===== src/rtl/uart_rx_frame_ctrl.sv =====
// rtl/uart_rx_frame_ctrl.sv - UART byte stream to checksummed command frame sequencer
//
// Hunts for SYNC_BYTE, then collects LEN, LEN payload bytes and CHK.
// CHK = (LEN + sum of payload) mod 256. A good frame is held until frame_ack.
//
// Ports:
//   clk, rst       system clock, synchronous active-high reset
//   rx_byte        received byte from the UART receiver
//   rx_valid       byte valid; only its rising edge consumes a byte
//   frame_ack      consumer releases the held frame (ignored outside HOLD)
//   rd_addr        payload buffer read address
//   rd_data        payload byte at rd_addr, one cycle latency, 0 beyond frame_len
//   frame_valid    a complete, checked frame is held
//   frame_len      payload length of the held frame
//   busy           any state other than IDLE
//   err_*          single-cycle error pulses (length, checksum, timeout, overrun)
module uart_rx_frame_ctrl #(
    parameter int       MAX_PAYLOAD  = 16,
    parameter bit [7:0] SYNC_BYTE    = 8'hA5,
    parameter int       TIMEOUT_CLKS = 100000
) (
    input  logic                                          clk,
    input  logic                                          rst,
    input  logic [7:0]                                    rx_byte,
    input  logic                                          rx_valid,
    input  logic                                          frame_ack,
    input  logic [((MAX_PAYLOAD > 1) ? $clog2(MAX_PAYLOAD) : 1)-1:0] rd_addr,
    output logic [7:0]                                    rd_data,
    output logic                                          frame_valid,
    output logic [7:0]                                    frame_len,
    output logic                                          busy,
    output logic                                          err_length,
    output logic                                          err_checksum,
    output logic                                          err_timeout,
    output logic                                          err_overrun
);

    localparam int       AW      = (MAX_PAYLOAD > 1) ? $clog2(MAX_PAYLOAD) : 1;
    localparam int       TW      = (TIMEOUT_CLKS > 1) ? $clog2(TIMEOUT_CLKS) : 1;
    localparam logic [7:0]    MAX_LEN = 8'(MAX_PAYLOAD);
    localparam logic [TW-1:0] TO_TERM = TW'(TIMEOUT_CLKS - 1);

    typedef enum logic [2:0] {
        IDLE,
        LEN,
        PAYLOAD,
        CHECK,
        HOLD
    } state_t;

    state_t        state;
    logic          rx_valid_d;
    logic          byte_stb;
    logic [7:0]    len_q;
    logic [7:0]    sum_q;
    logic [7:0]    idx_q;
    logic [TW-1:0] to_cnt;
    logic [7:0]    payload_mem [MAX_PAYLOAD];

    // A level held for several cycles counts as one byte.
    assign byte_stb = rx_valid & ~rx_valid_d;

    // Both decode straight from the state register, so they change only on clk.
    assign frame_valid = (state == HOLD);
    assign busy        = (state != IDLE);

    always_ff @(posedge clk) begin
        if (rst) begin
            state        <= IDLE;
            rx_valid_d   <= 1'b0;
            len_q        <= 8'h00;
            sum_q        <= 8'h00;
            idx_q        <= 8'h00;
            to_cnt       <= '0;
            frame_len    <= 8'h00;
            rd_data      <= 8'h00;
            err_length   <= 1'b0;
            err_checksum <= 1'b0;
            err_timeout  <= 1'b0;
            err_overrun  <= 1'b0;
        end else begin
            rx_valid_d   <= rx_valid;
            err_length   <= 1'b0;
            err_checksum <= 1'b0;
            err_timeout  <= 1'b0;
            err_overrun  <= 1'b0;

            rd_data <= ({{(8 - AW){1'b0}}, rd_addr} < frame_len) ? payload_mem[rd_addr] : 8'h00;

            case (state)
                IDLE: begin
                    to_cnt <= '0;
                    if (byte_stb && rx_byte == SYNC_BYTE) begin
                        state <= LEN;
                    end
                end

                LEN, PAYLOAD, CHECK: begin
                    if (byte_stb) begin
                        // A byte in the terminal-count cycle wins over the timeout.
                        to_cnt <= '0;
                        case (state)
                            LEN: begin
                                if (rx_byte == 8'h00 || rx_byte > MAX_LEN) begin
                                    err_length <= 1'b1;
                                    state      <= IDLE;
                                end else begin
                                    len_q <= rx_byte;
                                    sum_q <= rx_byte;
                                    idx_q <= 8'h00;
                                    state <= PAYLOAD;
                                end
                            end
                            PAYLOAD: begin
                                sum_q <= sum_q + rx_byte;
                                idx_q <= idx_q + 8'h01;
                                if (idx_q == len_q - 8'h01) begin
                                    state <= CHECK;
                                end
                            end
                            default: begin
                                if (rx_byte == sum_q) begin
                                    frame_len <= len_q;
                                    state     <= HOLD;
                                end else begin
                                    err_checksum <= 1'b1;
                                    state        <= IDLE;
                                end
                            end
                        endcase
                    end else if (to_cnt == TO_TERM) begin
                        err_timeout <= 1'b1;
                        to_cnt      <= '0;
                        state       <= IDLE;
                    end else begin
                        to_cnt <= to_cnt + 1'b1;
                    end
                end

                HOLD: begin
                    to_cnt <= '0;
                    // Bytes arriving while a frame is held are dropped.
                    if (byte_stb) begin
                        err_overrun <= 1'b1;
                    end
                    if (frame_ack) begin
                        state <= IDLE;
                    end
                end

                default: begin
                    state <= IDLE;
                end
            endcase
        end
    end

    // Payload buffer is deliberately not reset.
    always_ff @(posedge clk) begin
        if (!rst && state == PAYLOAD && byte_stb) begin
            payload_mem[idx_q[AW-1:0]] <= rx_byte;
        end
    end

endmodule


===== config.mk =====
export PLATFORM = sky130hd
export DESIGN_NAME = uart_rx_frame_ctrl
export DESIGN_NICKNAME = d
export VERILOG_FILES = /design/src/rtl/uart_rx_frame_ctrl.sv
export SDC_FILE = /design/constraint.sdc
export NUM_CORES = 1
export LEC_CHECK = 0
export ABC_CLOCK_PERIOD_IN_PS = 2950
export BUFFER_PORTS_ARGS = -buffer_cell sky130_fd_sc_hd__buf_2
export CAP_MARGIN = 20
export CORE_MARGIN = 2
export CORE_UTILIZATION = 45
export CTS_BUF_LIST = sky130_fd_sc_hd__clkbuf_4 sky130_fd_sc_hd__clkbuf_8
export DETAILED_ROUTE_END_ITERATION = 16
export PLACE_DENSITY = 0.57
export SLEW_MARGIN = 0
export SYNTH_ARGS = -nofsm -noshare
export SYNTH_HDL_FRONTEND = slang
export SYNTH_SLANG_ARGS = --single-unit

===== constraint.sdc =====
create_clock -name clk -period 2.95 [get_ports clk]
set_clock_uncertainty 0.15 [all_clocks]
set_input_delay 0.295 -clock clk [delete_from_list [all_inputs] [get_ports clk]]
set_output_delay 0.295 -clock clk [all_outputs]
set_load 0.03 [all_outputs]

Word level (Yosys, flattened, before mapping)
Memories as Yosys holds them, arrays and structs flattened. A register that Yosys moved wholly into a read port is not among the register bits.
Cells that the tools add are included.
- add/subtract/negate cells: 4
- order comparisons: 2
- equality and inequality tests: 13
- multiplexer cells: 22
- bitwise operators: 9
- reduce and logical (&&, ||, !) cells: 22
- operators by type and width (kind ; count):
    17-bit two-way mux ; 2
    17-bit case mux with 2 select lines ; 1
    8-bit case mux with 2 select lines ; 2
    3-bit two-way mux ; 6
    17-bit by 1-bit adder with 17-bit output (second input constant) ; 1
    17-bit == test (second input constant) ; 1
    8-bit == test ; 2
    8-bit two-way mux ; 2
    4-bit AND reduction ; 4
    3-bit case mux with 3 select lines ; 1
    8-bit by 1-bit adder with 8-bit output (second input constant) ; 1
    8-bit adder ; 1
    8-bit == test (second input constant) ; 1
    8-bit by 5-bit > comparator with 1-bit output (second input constant) ; 1
    8-bit zero test ; 1
    4-bit by 8-bit less-than comparator with 1-bit output ; 1
    1-bit inverter ; 8
    2-bit OR reduction ; 4
    8-bit by 1-bit subtractor with 8-bit output (second input constant) ; 1
    3-bit by 2-bit == test with 1-bit output (second input constant) ; 2
    1-bit two-way mux ; 6
    2-bit != test (second input constant) ; 3
    3-bit case mux with 2 select lines ; 1
    3-bit OR reduction ; 2
    other kinds (14) ; 17
- register bits after elaboration: 57
- RAM bits: 128
- bits of input ports: 16
- output and inout bits: 22
- logic and storage cells: 84
- memories: 1
- memory list (memory ; depth ; bits a word ; read ports ; clocked after memory_dff ; wr ports ; line ; text):
    payload_mem ; 16 ; 8 ; 1 ; 1 ; 1 ; 58 ; logic [7:0] payload_mem [MAX_PAYLOAD];

Logic depth before layout (Yosys ltp)
- word-level depth: 6
- gate-level depth with buffers: 9
- gate-level depth less buffers: 8

Worst setup path after synthesis
No wires, ideal clock.
- kind: register to register
- from: register state[1]
- to: memory payload_mem[0][0], enable pin
- setup time: 0.383 ns
- arrival: 1.771 ns
- data required time: 2.417 ns
- path slack: 0.645 ns
- stages on the path, launching flop included: 7
- buffers on the path: 2
- clock period less this slack: 2.305 ns
- cells stage by stage: dfxtp_1 > buf_2 > nor3b_1 > and3_1 > clkbuf_1 > nand2_1 > nor3_1
- word-level cells in the longest chain between the ends: 5
- RTL lines (what ; line ; text):
    start: declaration ; 51 ; state_t state;
    start signal: assignment ; 69 ; state <= IDLE;
    start signal: assignment ; 94 ; state <= LEN;
    start signal: assignment ; 106 ; state <= IDLE;
    3-bit by 2-bit == test with 1-bit output ; 160 ; if (!rst && state == PAYLOAD && byte_stb) begin
    1-bit logical AND (2 in series) ; 160 ;
    1-bit two-way mux ; 160 ;
    1-bit two-way mux (implied by the code) ; 161 ; payload_mem[idx_q[AW-1:0]] <= rx_byte;
    end: declaration ; 58 ;
Every way passes these cells.

Final worst setup path
- from: register to_cnt[0]
- to: register to_cnt[10]
- word-level cells in the longest chain between the ends: 4
- elaborated cells between the ends (all ways): 5
- classes of those cells: 1 x add/sub; 1 x eq/ne; 3 x mux
- RTL lines (what ; line ; text):
    start: declaration ; 57 ; logic [TW-1:0] to_cnt;
    start signal: assignment ; 136 ; to_cnt <= to_cnt + 1'b1;
    17-bit by 1-bit adder with 17-bit output or 17-bit == test (tied branches) ; 136, 131 ;
    17-bit two-way mux * ; 131 ; end else if (to_cnt == TO_TERM) begin
    17-bit two-way mux * ; 99 ; if (byte_stb) begin
    17-bit case mux with 2 select lines * ; 90 ; case (state)
Mark *: on every way between the ends. The rest lies on a longest branch, timed or not.
A chain may end at the register's enable or synchronous reset.

==> flow_metrics.py <==
metrics = {
    "run_status": {
        "status": "finished clean",
    },
    "sta": {
        "hold_viol": 0,
        "period_share": 0.828,
        "setup_viol": 0,
        "tightest_slew_ns": 0.712,
        "slew_violations": 0,
        "slew_headroom": 0.523,
        "fin_setup_tns_ns": 0,
        "rsz0062_at_grt": "false",
        "fmax_mhz": 409,
        "period_minus_slack_ns": 2.44,
        "whs_ns": 0.0456,
    },
    "synth": {
        "synthAdderAreaFrac": 0.0256,
        "ys_seq_area_frac": 0.599,
        "syn_nets": 667,
        "synth_xor_area_frac": 0.0143,
        "synth-seq-cells": 193,
        "yosysUniqueCellTypes": 65,
        "synth_edf_count": 128,
        "synth_top_family_by_area": "multiplexers",
        "synth.area.mux_share": 0.119,
        "syn-cell-area_um2": 8590,
        "synth-compound-area-share": 0.0925,
        "synth_warnings": 0,
        "async_flop_share": 0,
        "synth-main-ff-cell": "edfxtp_1",
        "syn_inst": 634,
        "syn_area_per_cell_um2": 13.5,
        "synthSimpleGateAreaFrac": 0.118,
    },
    "route": {
        "vias": 5600,
        "wire_per_inst_um": 21.8,
        "drtAntennaViolNets": 0,
        "wl_um": 20400,
        "drtPass1Iterations": 8,
        "drt-initial-drc-count": 492,
        "vias_per_cell": 6.00,
        "post-route-drc-count": 0,
    },
    "clock_tree": {
        "clock-sinks": 193,
        "tritoncts": "yes",
        "clk_path_buf_depth": 2,
        "ctsResizeCount": 0,
        "post-cts-setup-buffers": 0,
        "cts_buffers": 17,
        "ctsHoldBuffers": 2,
        "cts.htree.levels": 4,
        "worstSkewPairLatency_ns": 0.47,
        "clockRootBuffer": "clkbuf_8",
        "clk_pin_slew_worst_paths_ns": 0.10,
    },
    "setup_path": {
        "crit_buf_inv": 0,
        "crit_path_start_kind": "register",
        "crit_fanout": 16,
        "max_stage_delay_ns": 0.52,
        "cp_top_family": "simple AND/OR/NAND/NOR gates",
        "cp_common_cell": "and4_1",
        "worstSetupPathType": "register to register",
        "reg2reg_from": "to_cnt[0]$_SDFFE_PP0P_",
        "cp.depth": 6,
        "worstPathCellList": "ha_1 > and4_1 > and4_1 > nor2_8 > and4_1 > o221a_2",
        "crit_arrival_ns": 2.66,
        "cp-startpoint": "to_cnt[0]$_SDFFE_PP0P_",
        "reg2regPathDepth": 6,
        "critPathSlowestCell": "and4_1",
        "cp-end-kind": "register",
        "required_ns": 3.17,
    },
    "pwr": {
        "p_per_area_nw_per_um2": 531,
        "power_mw": 5.12,
        "peakVddDrop_uv": 292,
        "leakagePower_nw": 3.42,
    },
    "floorplanning": {
        "die_h_um": 142,
        "die_w_um": 142,
        "start_util": 0.459,
        "io_pins": 38,
        "die-area_um2": 20200,
        "rows": 50,
        "coreArea_um2": 18700,
    },
    "hold_path": {
        "hp-class": "input port to register",
        "min_from": "rx_byte[5]",
        "hold_depth": 1,
    },
    "global_route": {
        "track_usage": 0.214,
        "antenna_found_initial": 0,
        "grt_max_degree": 49,
        "grt_pass1_wl_um": 32000,
        "overflow": 0,
        "grt_pass1_vias": 5604,
    },
    "finish": {
        "fillers": 1571,
        "drive_gt1_frac": 0.221,
        "nets": 720,
        "area.growth.synth_to_final_pct": 12.2,
        "fin_util": 0.515,
        "diodes": 0,
    },
    "run": {
        "drv_cap": 0,
    },
    "placement": {
        "io_buffers": 37,
        "dpl.hpwl_um": 13500,
        "gp_congestion": 0.845,
    },
}
placed cells by master (no fill, tap or decap), types with 8 or more instances in the layout:
cell type | netlist | routed
a211oi_1 | 19 | 19
a21oi_1 | 28 | 28
and2_1 | 9 | 9
and3_1 | 11 | 11
and4_1 | 8 | 8
buf_2 | 10 | 37
buf_4 | 5 | 33
clkbuf_8 | 0 | 17
dfxtp_1 | 65 | 65
edfxtp_1 | 128 | 128
ha_1 | 16 | 16
inv_1 | 22 | 22
mux2i_1 | 12 | 12
mux4_2 | 40 | 40
nand2_1 | 45 | 45
nand3_1 | 11 | 11
nor2_1 | 32 | 32
nor3_1 | 22 | 22
o21ai_0 | 8 | 8
xnor2_1 | 8 | 8
registers in the layout, summed over array words and instances (netlist names):
| name | cells |
|---|---|
| err_timeout | 1 |
| payload_mem | 128 |
| frame_len | 8 |
| rd_data | 8 |
| sum_q | 8 |
| to_cnt | 17 |
| err_checksum | 1 |
| err_overrun | 1 |
| state | 3 |
| len_q | 8 |
| err_length | 1 |
| rx_valid_d | 1 |
| idx_q | 8 |
path summary, 6_finish.rpt:
kind / slack (ns) / end
min reg2reg: 0.33 / sum_q[5]$_SDFFE_PP0P_
max reg2reg: 0.51 / to_cnt[10]$_SDFFE_PP0P_
max: 0.51 / to_cnt[10]$_SDFFE_PP0P_
min: 0.05 / payload_mem[12][5]$_DFFE_PP_
stage by stage:
| stage | setup slack, ns | instances | instance area (µm²) |
|---|---|---|---|
| global route | 0.370 | 934 | 9640 |
| floorplan | 0.645 | 634 | 8590 |
| detailed placement | 0.493 | 900 | 9160 |
| CTS | 0.529 | 934 | 9640 |
| global placement | 0.535 | 900 | 9160 |
| finish | 0.507 | 934 | 9640 |
cell usage after synthesis (5+ instances only):
library cell	instances	area share
ha_1	16	0.023
mux4_2	40	0.10
a211oi_1	19	0.017
nand2b_1	7	0.0051
nor2_1	32	0.014
buf_4	5	0.0044
a2111o_1	5	0.0066
and4_1	8	0.0082
buf_1	5	0.0022
and2_1	9	0.0066
nor4_1	5	0.0036
clkbuf_1	19	0.0083
nand2_1	45	0.020
a21oi_1	28	0.016
mux2i_1	12	0.014
a31oi_1	5	0.0036
dfxtp_1	65	0.15
xor2_1	6	0.0061
nand3_1	11	0.0064
and3_1	11	0.0080
o21ai_0	8	0.0047
nor3_1	22	0.013
edfxtp_1	128	0.45
o2111ai_1	7	0.0071
inv_1	22	0.0096
nand4_1	5	0.0036
buf_2	10	0.0058
xnor2_1	8	0.0082
nor2b_1	6	0.0044
area by class of cell:
class                           instances  area [µm²]  area share
Clock buffer                           18         241      0.0251
Clock inverter                         14         211      0.0219
Inverter                               22        82.6     0.00857
Multi-Input combinational cell        379        3170       0.329
Sequential cell                       193        5140       0.534
Tap cell                              234         293      0.0304
Timing Repair Buffer                   74         493      0.0512
layer usage:
| layer | wire [µm] | track usage | vias up | share of wire |
|---|---|---|---|---|
| li1 | - | - | 2566 | - |
| met3 | 1100 | 0.0347 | 26 | 0.054 |
| met4 | 333 | 0.0695 | 0 | 0.016 |
| met2 | 9800 | 0.347 | 166 | 0.48 |
| met1 | 9130 | 0.296 | 2842 | 0.45 |
| met5 | 0 | 0 | - | 0 |
cells by family (layout without fill, tap and decap cells):
kind of cell | count (synthesis) | in the layout
fa+ha+maj | 17 | 17
buf+inv | 62 | 128
xor+xnor | 14 | 14
mux | 52 | 52
flops | 193 | 193
compound gates | 110 | 110
simple gates | 186 | 186
where the power goes:
group | total (mW) | internal [mW] | switching [mW]
Sequential | 2.89 | 2.88 | 0.00521
Clock | 1.95 | 1.02 | 0.932
Combinational | 0.280 | 0.114 | 0.166
Total | 5.12 | 4.02 | 1.10
Note: power is estimated with default switching activity, not from simulation.
